$ cat config.mk
export PLATFORM = sky130hd
export DESIGN_NAME = frame_write_ctrl
export DESIGN_NICKNAME = d
export VERILOG_FILES = /design/src/rtl/frame_write_ctrl.sv
export SDC_FILE = /design/constraint.sdc
export NUM_CORES = 1
export LEC_CHECK = 0
export ABC_AREA = 1
export CAP_MARGIN = 20
export CORE_MARGIN = 5
export CORE_UTILIZATION = 28
export DETAILED_ROUTE_END_ITERATION = 10
export GPL_ROUTABILITY_DRIVEN = 0
export PLACE_DENSITY = 0.51
export SYNTH_ARGS = -nofsm -noshare
export SYNTH_HDL_FRONTEND = slang
export SYNTH_SLANG_ARGS = --single-unit
$ cat constraint.sdc
create_clock -name clk -period 4.6 [get_ports clk]
set_input_delay 0.92 -clock clk [delete_from_list [all_inputs] [get_ports clk]]
set_output_delay 0.92 -clock clk [all_outputs]
set_load 0.005 [all_outputs]
$ cat src/rtl/frame_write_ctrl.sv
// Frame capture controller: moves one frame of valid/ready pixels into image BRAM,
// driving write enable/data and the external address counter's clear/increment.
module frame_write_ctrl #(
  parameter int PIX_W = 8,
  parameter int IMG_W = 160,
  parameter int IMG_H = 120
) (
  input  logic             clk,
  input  logic             reset,
  input  logic             start,
  input  logic             abort,
  input  logic             pix_valid,
  input  logic             pix_sof,
  input  logic [PIX_W-1:0] pix_data,
  output logic             pix_ready,
  output logic             mem_we,
  output logic [PIX_W-1:0] mem_wdata,
  output logic             addr_add,
  output logic             addr_clr,
  output logic [15:0]      col,
  output logic [15:0]      row,
  output logic             busy,
  output logic             frame_done,
  output logic             sof_err
);

  localparam logic [15:0] COL_LAST = 16'(IMG_W - 1);
  localparam logic [15:0] ROW_LAST = 16'(IMG_H - 1);

  typedef enum logic [2:0] {
    S_IDLE,
    S_CLR,
    S_SYNC,
    S_WRITE,
    S_DONE
  } state_t;

  state_t             r_state;
  state_t             w_next;
  logic               w_accept;
  logic               w_write;
  logic               w_last;
  logic               w_start_go;
  logic               w_sof_hit;
  logic               r_we;
  logic [PIX_W-1:0]   r_wdata;
  logic [15:0]        r_col;
  logic [15:0]        r_row;
  logic               r_sof_err;
  logic               r_done;

  assign pix_ready  = (r_state == S_SYNC) || (r_state == S_WRITE);
  assign w_accept   = pix_valid & pix_ready;
  assign w_last     = (r_col == COL_LAST) && (r_row == ROW_LAST);
  assign w_start_go = (r_state == S_IDLE) & start & ~abort;
  assign w_sof_hit  = (r_state == S_WRITE) & w_accept & pix_sof & ~abort;

  always_ff @(posedge clk or negedge reset) begin
    if (!reset) begin
      r_state <= S_IDLE;
    end else begin
      r_state <= w_next;
    end
  end

  // Abort outranks everything outside IDLE; a pixel accepted alongside it is dropped.
  always_comb begin
    w_next  = r_state;
    w_write = 1'b0;
    if (abort && (r_state != S_IDLE)) begin
      w_next = S_IDLE;
    end else begin
      case (r_state)
        S_IDLE: begin
          if (start && !abort) w_next = S_CLR;
        end
        S_CLR: begin
          w_next = S_SYNC;
        end
        S_SYNC: begin
          if (w_accept && pix_sof) begin
            w_write = 1'b1;
            w_next  = S_WRITE;
          end
        end
        S_WRITE: begin
          if (w_accept) begin
            w_write = 1'b1;
            if (w_last) w_next = S_DONE;
          end
        end
        S_DONE: begin
          w_next = S_IDLE;
        end
        default: begin
          w_next = S_IDLE;
        end
      endcase
    end
  end

  // Write port is one cycle behind the accept; the counter increments with it.
  always_ff @(posedge clk or negedge reset) begin
    if (!reset) begin
      r_we    <= 1'b0;
      r_wdata <= '0;
    end else begin
      r_we <= w_write;
      if (w_write) r_wdata <= pix_data;
    end
  end

  always_ff @(posedge clk or negedge reset) begin
    if (!reset) begin
      r_col <= 16'd0;
      r_row <= 16'd0;
    end else if (w_start_go) begin
      r_col <= 16'd0;
      r_row <= 16'd0;
    end else if (w_write) begin
      if (r_col == COL_LAST) begin
        r_col <= 16'd0;
        r_row <= (r_row == ROW_LAST) ? 16'd0 : r_row + 16'd1;
      end else begin
        r_col <= r_col + 16'd1;
      end
    end
  end

  // frame_done trails the DONE state so it lands the cycle after the final write.
  always_ff @(posedge clk or negedge reset) begin
    if (!reset) begin
      r_sof_err <= 1'b0;
      r_done    <= 1'b0;
    end else begin
      r_done <= (r_state == S_DONE) && !abort;
      if (w_start_go) begin
        r_sof_err <= 1'b0;
      end else if (w_sof_hit) begin
        r_sof_err <= 1'b1;
      end
    end
  end

  assign mem_we     = r_we;
  assign addr_add   = r_we;
  assign mem_wdata  = r_wdata;
  assign addr_clr   = (r_state == S_CLR);
  assign busy       = (r_state != S_IDLE);
  assign col        = r_col;
  assign row        = r_row;
  assign frame_done = r_done;
  assign sof_err    = r_sof_err;

endmodule

==> results_dict.tcl <==
set metrics [dict create \
    cts_setup_buffers 0 \
    post_synth_instance_area_um2 2870 \
    cp-startpoint "abort" \
    yosys.area.top_type "dfrtp_1" \
    die_area_um2 12400 \
    cts_tree "done" \
    drt_first_iter_violations 185 \
    place_ws_ns 1.51 \
    critical_path_class "primary input to register" \
    pwr_density_cell_nw_per_um2 383 \
    layout.nets 489 \
    cellLeakagePower_nw 1.60 \
    cts_made_buffers 5 \
    grt_max_degree 47 \
    r2r_start "r_state[2]" \
    post-route-util_pct 36.1 \
    max_stage_delay_ns 0.55 \
    antennaDiodeCount 0 \
    num_rows 37 \
    setup_viol 0 \
    yosysSeqAreaShare_pct 40.1 \
    crit_path_top_delay_cell "clkdlybuf4s50_1" \
    portBuffers 60 \
    die_w_um 111 \
    avgViaCountPerCell 4.66 \
    worstMarginPinSlew_ns 0.589 \
    ys_ff_latch 46 \
    post-synth-top-count-cell "nand2_1" \
    cp_cell_sequence "clkdlybuf4s50_1, inv_1, nand2_2, nand2_2, nand2_4, inv_1, nand2_1, o21ai_0" \
    syn_nets 430 \
    worstPathMaxFanout 32 \
    maxSlewViolCount 0 \
    antenna_found_initial 0 \
    die_h_um 111 \
    clk_pin_slew_ns 0.09 \
    fin_setup_tns_ns 0 \
    vias 2843 \
    path_buf_inv 3 \
    wl_per_cell_um 13.1 \
    syn_to_final_growth_pct 27.6 \
    firstDrtPassIters 6 \
    fin_crit_sh_pct 60.9 \
    grt_usage_pct 13.2 \
    synth_flop_cell "dfrtp_1" \
    io_pins 61 \
    crit_required_ns 4.78 \
    hold_buffers 0 \
    synth_cell_type_count 29 \
    period_minus_slack_ns 2.80 \
    ant_nets 0 \
    synth_top_area_share_pct 40.1 \
    synth_edf_count 0 \
    syn_avg_cell_area_um2 6.93 \
    status "finished, final reports clean" \
    routed_wl_mm 7.97 \
    ys_async_sr_fraction_pct 100 \
    design.core.area_um2 10100 \
    start_util_pct 28.3 \
    cts_sinks 46 \
    startpoint_type "primary input" \
    syn_inst 414 \
    dpl.hpwl_mm 5.91 \
    vdd_ir_drop_max_mv 0.182 \
    clockBufferDepth 2 \
    yosys_warnings 0 \
    min_from "mem_wdata[2]" \
    crit_family "simple AND/OR/NAND/NOR gates" \
    drc 0 \
    crit_arrival_ns 2.98 \
    slew_headroom_pct 60.7 \
    drive_gt1_share_pct 6.33 \
    root_buffer "clkbuf_8" \
    fin_ws_ns 1.80 \
    hold_viol 0 \
    h-tree-depth 2 \
    hold_path.class "register to register" \
    synthTopCellsByArea "dfrtp_1, nand2_1, nor2_1" \
    clock_latency_ns 0.30 \
    crit_path_end_kind "register" \
    grt_pass1_wl_mm 13.7 \
    max_freq_mhz 357 \
    max-cap-violations 0 \
    fin_skew_ns 0.00674 \
    synth_commonest_cells "nand2_1, nor2_1, dfrtp_1" \
    overflow 0 \
    cts_resized 0 \
    grt_pass1_vias 2818 \
    rsz0062_at_grt "false" \
]
==> metrics by stage <==
stage	hold WS (ns)	cells	area, um^2	power, W
4_1_cts	0.498	610	3660	0.00142
3_3_place_gp	0.474	602	3570	0.00115
2_1_floorplan	0.469	414	2870	0.000861
6_report	0.497	610	3660	0.00140
3_5_place_dp	0.465	602	3570	0.00115
5_1_grt	0.530	610	3660	0.00152
==> logic make-up after synthesis <==
kind of cell	Yosys count	share of synthesized area, %
fa+ha+maj	2	0.872
buf+inv	52	8.33
flops	46	40.1
xor+xnor	7	2.14
simple gates	270	40.9
compound gates	37	7.67
==> worst register-to-register path, stage by stage (launching register included) <==
cell and delay, ns:
dfrtp_1 0.44, inv_2 0.13, nand3_2 0.11, nor2_1 0.13, nand2_2 0.29, nand2_2 0.38
nand2_4 0.28, inv_1 0.22, o21ai_0 0.10
==> area by class of cell <==
type	instances	area (um^2)
Sequential cell	46	1150
Fill cell	1079	6480
Inverter	43	161
Tap cell	136	170
Clock inverter	2	12.5
Timing Repair Buffer	61	603
Multi-Input combinational cell	316	1480
Clock buffer	6	82.6
==> state kept, by name, indices dropped and copies added (netlist names) <==
register / count
r_state: 3
frame_done: 1
mem_wdata: 8
row: 16
col: 16
sof_err: 1
addr_add: 1
==> worst paths after layout <==
check	cells after the start	slack [ns]	endpoint
setup reg to reg	8	2.42	row[7]
hold reg to reg	2	0.50	mem_wdata[2]
min in group asynchronous	2	0.69	row[12]
hold / removal	2	0.50	mem_wdata[2]
setup / recovery	8	1.80	row[7]
max in group asynchronous	2	3.50	col[14]
==> routing by layer <==
metal | global-route usage [%] | vias up | part of all wire, %
li1 | - | 1454 | -
met5 | 0 | - | 0
met3 | 3.22 | 10 | 6.4
met1 | 17.8 | 1283 | 46
met4 | 4.54 | 0 | 1.4
met2 | 20.5 | 96 | 46
==> placed cells by master, fill, tap and decap left out, types with 2 or more instances in the layout <==
cell | synthesis | routed
nand2_1 | 136 | 136
clkbuf_8 | 0 | 6
nor4_1 | 2 | 2
nand3_1 | 37 | 37
nor3_1 | 14 | 14
xor2_1 | 7 | 7
clkdlybuf4s50_1 | 0 | 59
o21ai_0 | 13 | 13
inv_2 | 4 | 4
o21ai_2 | 8 | 8
nor2_1 | 53 | 53
a21oi_1 | 7 | 7
ha_1 | 2 | 2
o21ai_1 | 7 | 7
inv_1 | 38 | 38
nand2_4 | 2 | 2
nand2_2 | 3 | 3
dfrtp_1 | 46 | 46
nand4_1 | 17 | 17
==> report_power, final <==
| part | total [W] | switching (W) | internal [W] |
|---|---|---|---|
| Combinational | 0.000539 | 0.000271 | 0.000268 |
| Sequential | 0.000595 | 0.000102 | 0.000493 |
| Clock | 0.000267 | 0.000146 | 0.000121 |
Power figures use the tool's default switching activity.
